`src/rtl/uart_cmd_host.sv`:
```
// uart_cmd_host
//   Host-side initiator for the UART command protocol. Accepts one request,
//   sends it as a 6-byte frame "A5 cmd addr d0 d1 chk" on the TX byte stream,
//   then collects the 6-byte reply "5A status addr d0 d1 chk" from the RX byte
//   stream. The reply is checked and reported with an error code. A response
//   timeout bounds the wait.
//
//   Optional feature macro: UART_CMD_HOST_RETRY_EN
//     When defined, a BADSOF / BADCHK / TIMEOUT result causes one resend of
//     the latched frame. The second result is reported with rsp_retried=1.
//     When undefined, every first result is reported and rsp_retried stays 0.
//
// Ports
//   clk, rst                  clock, synchronous active-high reset
//   req_valid/req_ready       request handshake (ready only in IDLE, not in reset)
//   req_cmd, req_addr         command and address bytes
//   req_data                  payload, d0=[7:0], d1=[15:8]
//   tx_valid/tx_ready/tx_data TX byte stream
//   rx_valid/rx_data          RX byte stream, one pulse per byte
//   rsp_valid                 one-cycle result pulse
//   rsp_err                   0 OK, 1 BADSOF, 2 BADCHK, 3 ADDRMISMATCH, 4 TIMEOUT
//   rsp_status/addr/data      reply bytes 1, 2 and {4,3}
//   rsp_retried               result came from the resent frame
module uart_cmd_host #(
    parameter int TIMEOUT_CYCLES = 100000
) (
    input  logic        clk,
    input  logic        rst,
    input  logic        req_valid,
    output logic        req_ready,
    input  logic [7:0]  req_cmd,
    input  logic [7:0]  req_addr,
    input  logic [15:0] req_data,
    output logic        tx_valid,
    output logic [7:0]  tx_data,
    input  logic        tx_ready,
    input  logic        rx_valid,
    input  logic [7:0]  rx_data,
    output logic        rsp_valid,
    output logic [2:0]  rsp_err,
    output logic [7:0]  rsp_status,
    output logic [7:0]  rsp_addr,
    output logic [15:0] rsp_data,
    output logic        rsp_retried
);

    localparam int TW = $clog2(TIMEOUT_CYCLES + 1);

    localparam logic [7:0] SOF_CMD  = 8'hA5;
    localparam logic [7:0] SOF_RSP  = 8'h5A;
    localparam logic [7:0] CMD_PING = 8'h03;

    localparam logic [2:0] ERR_OK      = 3'd0;
    localparam logic [2:0] ERR_BADSOF  = 3'd1;
    localparam logic [2:0] ERR_BADCHK  = 3'd2;
    localparam logic [2:0] ERR_ADDR    = 3'd3;
    localparam logic [2:0] ERR_TIMEOUT = 3'd4;

    typedef enum logic [1:0] {S_IDLE, S_SEND, S_WAIT} state_t;

    state_t          state_q;
    logic [5:0][7:0] frame_q;    // latched command frame, [0] = A5
    logic [2:0]      idx_q;      // TX byte index
    logic [2:0]      rx_cnt_q;   // RX bytes captured so far
    logic [4:0][7:0] rxb_q;      // reply bytes 0..4; byte 5 is checked on arrival
    logic [TW-1:0]   tmo_q;
    logic            retried_q;  // current attempt is the resend

    logic            tx_valid_q;
    logic [7:0]      tx_data_q;
    logic            rsp_valid_q;
    logic [2:0]      rsp_err_q;
    logic [7:0]      rsp_status_q;
    logic [7:0]      rsp_addr_q;
    logic [15:0]     rsp_data_q;
    logic            rsp_retried_q;

    logic [7:0]      req_chk_d;
    logic [7:0]      rx_chk_d;
    logic [2:0]      fr_err_d;
    logic            rx_last_d;
    logic            tmo_exp_d;
    logic            done_d;
    logic [2:0]      done_err_d;
    logic            retry_d;

    assign req_ready   = (state_q == S_IDLE) && !rst;
    assign tx_valid    = tx_valid_q;
    assign tx_data     = tx_data_q;
    assign rsp_valid   = rsp_valid_q;
    assign rsp_err     = rsp_err_q;
    assign rsp_status  = rsp_status_q;
    assign rsp_addr    = rsp_addr_q;
    assign rsp_data    = rsp_data_q;
    assign rsp_retried = rsp_retried_q;

    always_comb begin
        req_chk_d = SOF_CMD ^ req_cmd ^ req_addr ^ req_data[7:0] ^ req_data[15:8];
        rx_chk_d  = rxb_q[0] ^ rxb_q[1] ^ rxb_q[2] ^ rxb_q[3] ^ rxb_q[4];

        // Priority: SOF, then checksum (incoming byte is b5), then address.
        if (rxb_q[0] != SOF_RSP)
            fr_err_d = ERR_BADSOF;
        else if (rx_data != rx_chk_d)
            fr_err_d = ERR_BADCHK;
        else if (frame_q[1] != CMD_PING && rxb_q[2] != frame_q[2])
            fr_err_d = ERR_ADDR;
        else
            fr_err_d = ERR_OK;

        rx_last_d  = (state_q == S_WAIT) && rx_valid && (rx_cnt_q == 3'd5);
        // A completing byte in the expiry cycle wins over the timeout.
        tmo_exp_d  = (state_q == S_WAIT) && (tmo_q == '0) && !rx_last_d;
        done_d     = rx_last_d || tmo_exp_d;
        done_err_d = rx_last_d ? fr_err_d : ERR_TIMEOUT;

`ifdef UART_CMD_HOST_RETRY_EN
        retry_d = done_d && !retried_q &&
                  (done_err_d == ERR_BADSOF || done_err_d == ERR_BADCHK ||
                   done_err_d == ERR_TIMEOUT);
`else
        retry_d = 1'b0;
`endif
    end

    always_ff @(posedge clk) begin
        if (rst) begin
            state_q       <= S_IDLE;
            frame_q       <= '0;
            idx_q         <= '0;
            rx_cnt_q      <= '0;
            rxb_q         <= '0;
            tmo_q         <= '0;
            retried_q     <= 1'b0;
            tx_valid_q    <= 1'b0;
            tx_data_q     <= 8'h00;
            rsp_valid_q   <= 1'b0;
            rsp_err_q     <= '0;
            rsp_status_q  <= '0;
            rsp_addr_q    <= '0;
            rsp_data_q    <= '0;
            rsp_retried_q <= 1'b0;
        end else begin
            rsp_valid_q <= 1'b0;
            case (state_q)
                S_IDLE: begin
                    if (req_valid) begin
                        frame_q    <= {req_chk_d, req_data[15:8], req_data[7:0],
                                       req_addr, req_cmd, SOF_CMD};
                        idx_q      <= '0;
                        tx_valid_q <= 1'b1;
                        tx_data_q  <= SOF_CMD;
                        retried_q  <= 1'b0;
                        state_q    <= S_SEND;
                    end
                end
                S_SEND: begin
                    if (tx_ready) begin
                        if (idx_q == 3'd5) begin
                            tx_valid_q <= 1'b0;
                            rx_cnt_q   <= '0;
                            rxb_q      <= '0;
                            tmo_q      <= TW'(TIMEOUT_CYCLES);
                            state_q    <= S_WAIT;
                        end else begin
                            idx_q     <= idx_q + 3'd1;
                            tx_data_q <= frame_q[idx_q + 3'd1];
                        end
                    end
                end
                S_WAIT: begin
                    if (retry_d) begin
                        // Resend the same latched frame from the start.
                        retried_q  <= 1'b1;
                        idx_q      <= '0;
                        tx_valid_q <= 1'b1;
                        tx_data_q  <= SOF_CMD;
                        state_q    <= S_SEND;
                    end else if (done_d) begin
                        rsp_valid_q   <= 1'b1;
                        rsp_err_q     <= done_err_d;
                        rsp_status_q  <= rxb_q[1];
                        rsp_addr_q    <= rxb_q[2];
                        rsp_data_q    <= {rxb_q[4], rxb_q[3]};
                        rsp_retried_q <= retried_q;
                        state_q       <= S_IDLE;
                    end else begin
                        tmo_q <= (tmo_q == '0) ? '0 : tmo_q - TW'(1);
                        if (rx_valid) begin
                            rxb_q[rx_cnt_q] <= rx_data;
                            rx_cnt_q        <= rx_cnt_q + 3'd1;
                        end
                    end
                end
                default: state_q <= S_IDLE;
            endcase
        end
    end

endmodule

```
`config.mk`:
```
export PLATFORM = sky130hd
export DESIGN_NAME = uart_cmd_host
export DESIGN_NICKNAME = d
export VERILOG_FILES = /design/src/rtl/uart_cmd_host.sv
export SDC_FILE = /design/constraint.sdc
export NUM_CORES = 1
export LEC_CHECK = 0
export CORE_MARGIN = 2
export CORE_UTILIZATION = 38
export DETAILED_ROUTE_END_ITERATION = 10
export SYNTH_ARGS = -nofsm -noshare
export SYNTH_HDL_FRONTEND = slang
export SYNTH_SLANG_ARGS = --single-unit
export TNS_END_PERCENT = 100
```
`constraint.sdc`:
```
create_clock -name clk -period 3.5 [get_ports clk]
set_clock_uncertainty 0.1 [all_clocks]
set_input_delay 0.525 -clock clk [delete_from_list [all_inputs] [get_ports clk]]
set_output_delay 0.525 -clock clk [all_outputs]
set_load 0.03 [all_outputs]
```
==> metrics.txt <==
# TYPE chip_impl_metric gauge
chip_impl_metric{name="wire_per_inst",unit="um"} 16.9
chip_impl_info{name="library_cell_with_the_largest_summed_area_after_synthesis",value="sky130_fd_sc_hd__dfxtp_1"} 1
chip_impl_info{name="run_status",value="finished clean"} 1
chip_impl_metric{name="worstSkewPairLatency",unit="ps"} 420
chip_impl_metric{name="final_max_slew_viol_count",unit=""} 0
chip_impl_metric{name="dp_hpwl",unit="mm"} 13.6
chip_impl_metric{name="min_period",unit="ps"} 2830
chip_impl_metric{name="fp.dieW",unit="um"} 144
chip_impl_info{name="tritoncts",value="built"} 1
chip_impl_metric{name="area_used_by_sequential_logic_in_the_layout",unit="um2"} 3020
chip_impl_metric{name="ys_seq_elements",unit=""} 151
chip_impl_info{name="cts.root.buffer_cell",value="sky130_fd_sc_hd__clkbuf_16"} 1
chip_impl_metric{name="multiInputGateArea",unit="um2"} 4030
chip_impl_metric{name="postSynthNetCount",unit=""} 909
chip_impl_metric{name="area_growth",unit="%"} 22.5
chip_impl_metric{name="clk_pin_slew",unit="ps"} 60
chip_impl_metric{name="gp_routability_congestion",unit=""} 0.812
chip_impl_metric{name="period_utilization",unit=""} 0.808
chip_impl_metric{name="remaining_design_rule_violation_count",unit=""} 0
chip_impl_info{name="unrepaired_setup_endpoints_after_global_routing",value="no"} 1
chip_impl_metric{name="async_reset_ff_frac",unit=""} 0
chip_impl_metric{name="cts.sinks",unit=""} 151
chip_impl_metric{name="number_of_buffers_created_by_cts",unit=""} 17
chip_impl_info{name="worst-setup-path-type",value="flip-flop to flip-flop"} 1
chip_impl_metric{name="power_density",unit="nW/um2"} 459
chip_impl_info{name="hp-class",value="flip-flop to flip-flop"} 1
chip_impl_metric{name="post-synth-top-area-fraction",unit=""} 0.409
chip_impl_metric{name="n_fill_cell",unit=""} 1916
chip_impl_metric{name="syn_area_per_cell",unit="um2"} 8.62
chip_impl_metric{name="worst_pin_slew",unit="ps"} 1110
chip_impl_metric{name="number_of_global_route_vias_before_repair",unit=""} 6051
chip_impl_metric{name="global_route.overflow_total",unit=""} 0
chip_impl_metric{name="stdcell_count",unit=""} 1187
chip_impl_metric{name="die_h",unit="um"} 144
chip_impl_metric{name="timing.critical_path.arrival",unit="ps"} 3070
chip_impl_info{name="timing.critical_path.to_type",value="flip-flop"} 1
chip_impl_metric{name="power.leakage",unit="nW"} 3.15
chip_impl_metric{name="setup-tns-final",unit="ps"} 0
chip_impl_metric{name="site_row_count",unit=""} 51
chip_impl_metric{name="antennaDiodeCount",unit=""} 0
chip_impl_metric{name="synth_warnings",unit=""} 0
chip_impl_metric{name="effective_utilization_at_floorplan",unit=""} 0.384
chip_impl_metric{name="grtUsageMet2",unit=""} 0.317
chip_impl_metric{name="yosysUniqueCellTypes",unit=""} 62
chip_impl_metric{name="syn_inst_count",unit=""} 858
chip_impl_info{name="synth_top_cells_by_count",value="151 x sky130_fd_sc_hd__dfxtp_1, 111 x sky130_fd_sc_hd__a21oi_1, 106 x sky130_fd_sc_hd__nand2_1"} 1
chip_impl_metric{name="finish.net_count",unit=""} 961
chip_impl_metric{name="post-cts-setup-buffers",unit=""} 0
chip_impl_metric{name="vias",unit=""} 6350
chip_impl_info{name="synth.top_cells.by_area",value="sky130_fd_sc_hd__dfxtp_1 41%, sky130_fd_sc_hd__a21oi_1 7.5%, sky130_fd_sc_hd__xnor2_1 5.8%"} 1
chip_impl_metric{name="grt_first_pass_wirelength",unit="mm"} 32.5
chip_impl_metric{name="maxClockFrequency",unit="GHz"} 0.353
chip_impl_metric{name="layout-drive-gt1-share",unit=""} 0.0846
chip_impl_metric{name="ant_nets",unit=""} 0
chip_impl_metric{name="core_area",unit="um2"} 19300
chip_impl_metric{name="number_of_antenna_violations_at_the_first_check_in_global_routing",unit=""} 0
chip_impl_metric{name="timing.final.hold_violations",unit=""} 0
chip_impl_metric{name="die_outline_area",unit="um2"} 20600
chip_impl_metric{name="netlist_area",unit="um2"} 7400
chip_impl_metric{name="routed_wirelength",unit="mm"} 20.0
chip_impl_metric{name="routed_via_density",unit=""} 5.35
chip_impl_metric{name="dr.first_iter.drc_count",unit=""} 404
chip_impl_info{name="count_leader_synth",value="sky130_fd_sc_hd__dfxtp_1"} 1
chip_impl_metric{name="synth_enable_flop_cells",unit=""} 0
chip_impl_metric{name="final-setup-viol-count",unit=""} 0
chip_impl_metric{name="slew_headroom",unit=""} 0.259
chip_impl_metric{name="maxCapViolations",unit=""} 0
chip_impl_metric{name="num_io_pins",unit=""} 92
chip_impl_info{name="setup.worst_path.start_class",value="flip-flop"} 1
chip_impl_metric{name="post_cts_resized",unit=""} 0
chip_impl_info{name="synth_flop_cell",value="sky130_fd_sc_hd__dfxtp_1"} 1
chip_impl_metric{name="postCtsHoldBufs",unit=""} 0
chip_impl_metric{name="firstDrtPassIters",unit=""} 5
chip_impl_metric{name="grt_use_met1",unit=""} 0.283
chip_impl_metric{name="ys_seq_area_frac",unit=""} 0.409
chip_impl_metric{name="gr-usage-all-layers",unit=""} 0.201
chip_impl_metric{name="crit_path_max_fanout",unit=""} 48
chip_impl_metric{name="cp_data_required_time",unit="ps"} 3740
chip_impl_metric{name="numPlacedInstances",unit=""} 1156
chip_impl_metric{name="pin_count_of_the_biggest_net_entering_global_routing",unit=""} 74
chip_impl_metric{name="globalRouteMet3Util",unit=""} 0.0437
chip_impl_metric{name="ctsHtreeMaxLevel",unit=""} 4
chip_impl_metric{name="max-clock-path-buffers",unit=""} 2
chip_impl_metric{name="number_of_buffers_inserted_by_port_buffering",unit=""} 90
chip_impl_info{name="globalRoute.busiestLayer",value="met2"} 1
chip_impl_metric{name="peakVddDrop",unit="mV"} 0.289
[state kept, by name, summed over array words and instances (netlist names), 2 cells and up]
register    flops
frame_q        41
tx_data         8
tmo_q          17
rsp_data       16
rsp_addr        8
rxb_q          40
rsp_err         3
state_q         2
idx_q           3
rsp_status      8
rx_cnt_q        3
[power breakdown]
| group | switching [mW] | leakage [nW] | internal (mW) | total, mW |
|---|---|---|---|---|
| Combinational | 0.178 | 1.62 | 0.160 | 0.339 |
| Sequential | 0.0340 | 1.22 | 1.76 | 1.79 |
| Clock | 0.744 | 0.305 | 1.28 | 2.03 |
[cell type report]
type	instances	share of cell area
well taps	265	0.0366
flip-flops and latches	151	0.334
repair buffers	102	0.109
clock buffers	19	0.0489
multi-input cells	627	0.445
clock inverters	12	0.0221
inverters	11	0.00456
[cells in the final DEF, fill, tap and decap left out, types with 5 or more instances in the layout]
cell                              count
sky130_fd_sc_hd__nand3_1             47
sky130_fd_sc_hd__o31ai_1              8
sky130_fd_sc_hd__o211ai_1            28
sky130_fd_sc_hd__bufinv_16            5
sky130_fd_sc_hd__clkdlybuf4s50_1     89
sky130_fd_sc_hd__inv_1               11
sky130_fd_sc_hd__a311oi_1             6
sky130_fd_sc_hd__buf_4               13
sky130_fd_sc_hd__dfxtp_1            151
sky130_fd_sc_hd__a22oi_1              5
sky130_fd_sc_hd__mux2_2              16
sky130_fd_sc_hd__o21ai_0             41
sky130_fd_sc_hd__or4_1                6
sky130_fd_sc_hd__xnor2_1             49
sky130_fd_sc_hd__nand2_1            106
sky130_fd_sc_hd__nor3_1              14
sky130_fd_sc_hd__nor2b_1             10
sky130_fd_sc_hd__a21oi_1            111
sky130_fd_sc_hd__nor2_1              34
sky130_fd_sc_hd__a211oi_1             9
sky130_fd_sc_hd__ha_1                 6
sky130_fd_sc_hd__xor2_1              10
sky130_fd_sc_hd__clkbuf_16           17
sky130_fd_sc_hd__nand4_1              7
sky130_fd_sc_hd__mux2i_1             12
sky130_fd_sc_hd__xnor3_1              8
sky130_fd_sc_hd__or3_1               38
[worst paths after layout]
check / startpoint / endpoint / slack (ps) / cells past startpoint
setup / recovery: tmo_q[2] / rxb_q[22] / 670 / 6
hold / removal: frame_q[42] / frame_q[42] / 350 / 2
setup reg to reg: tmo_q[2] / rxb_q[22] / 670 / 6
hold reg to reg: frame_q[42] / frame_q[42] / 350 / 2
[metrics by stage]
step                      total power [mW]  utilization  hold WS (ps)  area (um2)  setup WS (ps)
after floorplan                       2.04            -           329        7400           1040
after global placement                2.17        0.437           339        8420            719
after detailed placement              2.17        0.437           344        8420            627
after CTS                             4.19        0.470           352        9060            679
after global routing                  4.29        0.470           375        9060            379
final                                 4.16        0.470           351        9060            671
[routing by layer]
metal	up-vias	part of all wire	wire length, um
li1	3173	-	-
met1	3028	0.49	9830
met2	134	0.46	9260
met3	15	0.038	766
met4	0	0.0093	186
met5	-	0	0
[logic make-up (layout without fill, tap and decap cells)]
group / Yosys count / in the layout / share of synthesized area
AO/OA/AOI/OAI: 237 / 237 / 0.198
XOR/XNOR: 67 / 67 / 0.0942
adder cells (fa/ha/maj): 6 / 6 / 0.0101
buffers and inverters: 80 / 144 / 0.0480
flip-flops: 151 / 151 / 0.409
multiplexers: 32 / 32 / 0.0528
other: 1 / 1 / 0.000507
AND/OR/NAND/NOR: 284 / 284 / 0.188
[critical path, cell delays in order (launching register included)]
cell	delay (ps)
sky130_fd_sc_hd__dfxtp_1	360
sky130_fd_sc_hd__nor3_1	490
sky130_fd_sc_hd__nand4_1	510
sky130_fd_sc_hd__o31ai_4	460
sky130_fd_sc_hd__buf_4	460
sky130_fd_sc_hd__o211ai_1	160
sky130_fd_sc_hd__a21oi_1	190
No activity file was read; power rests on OpenSTA's default activity.
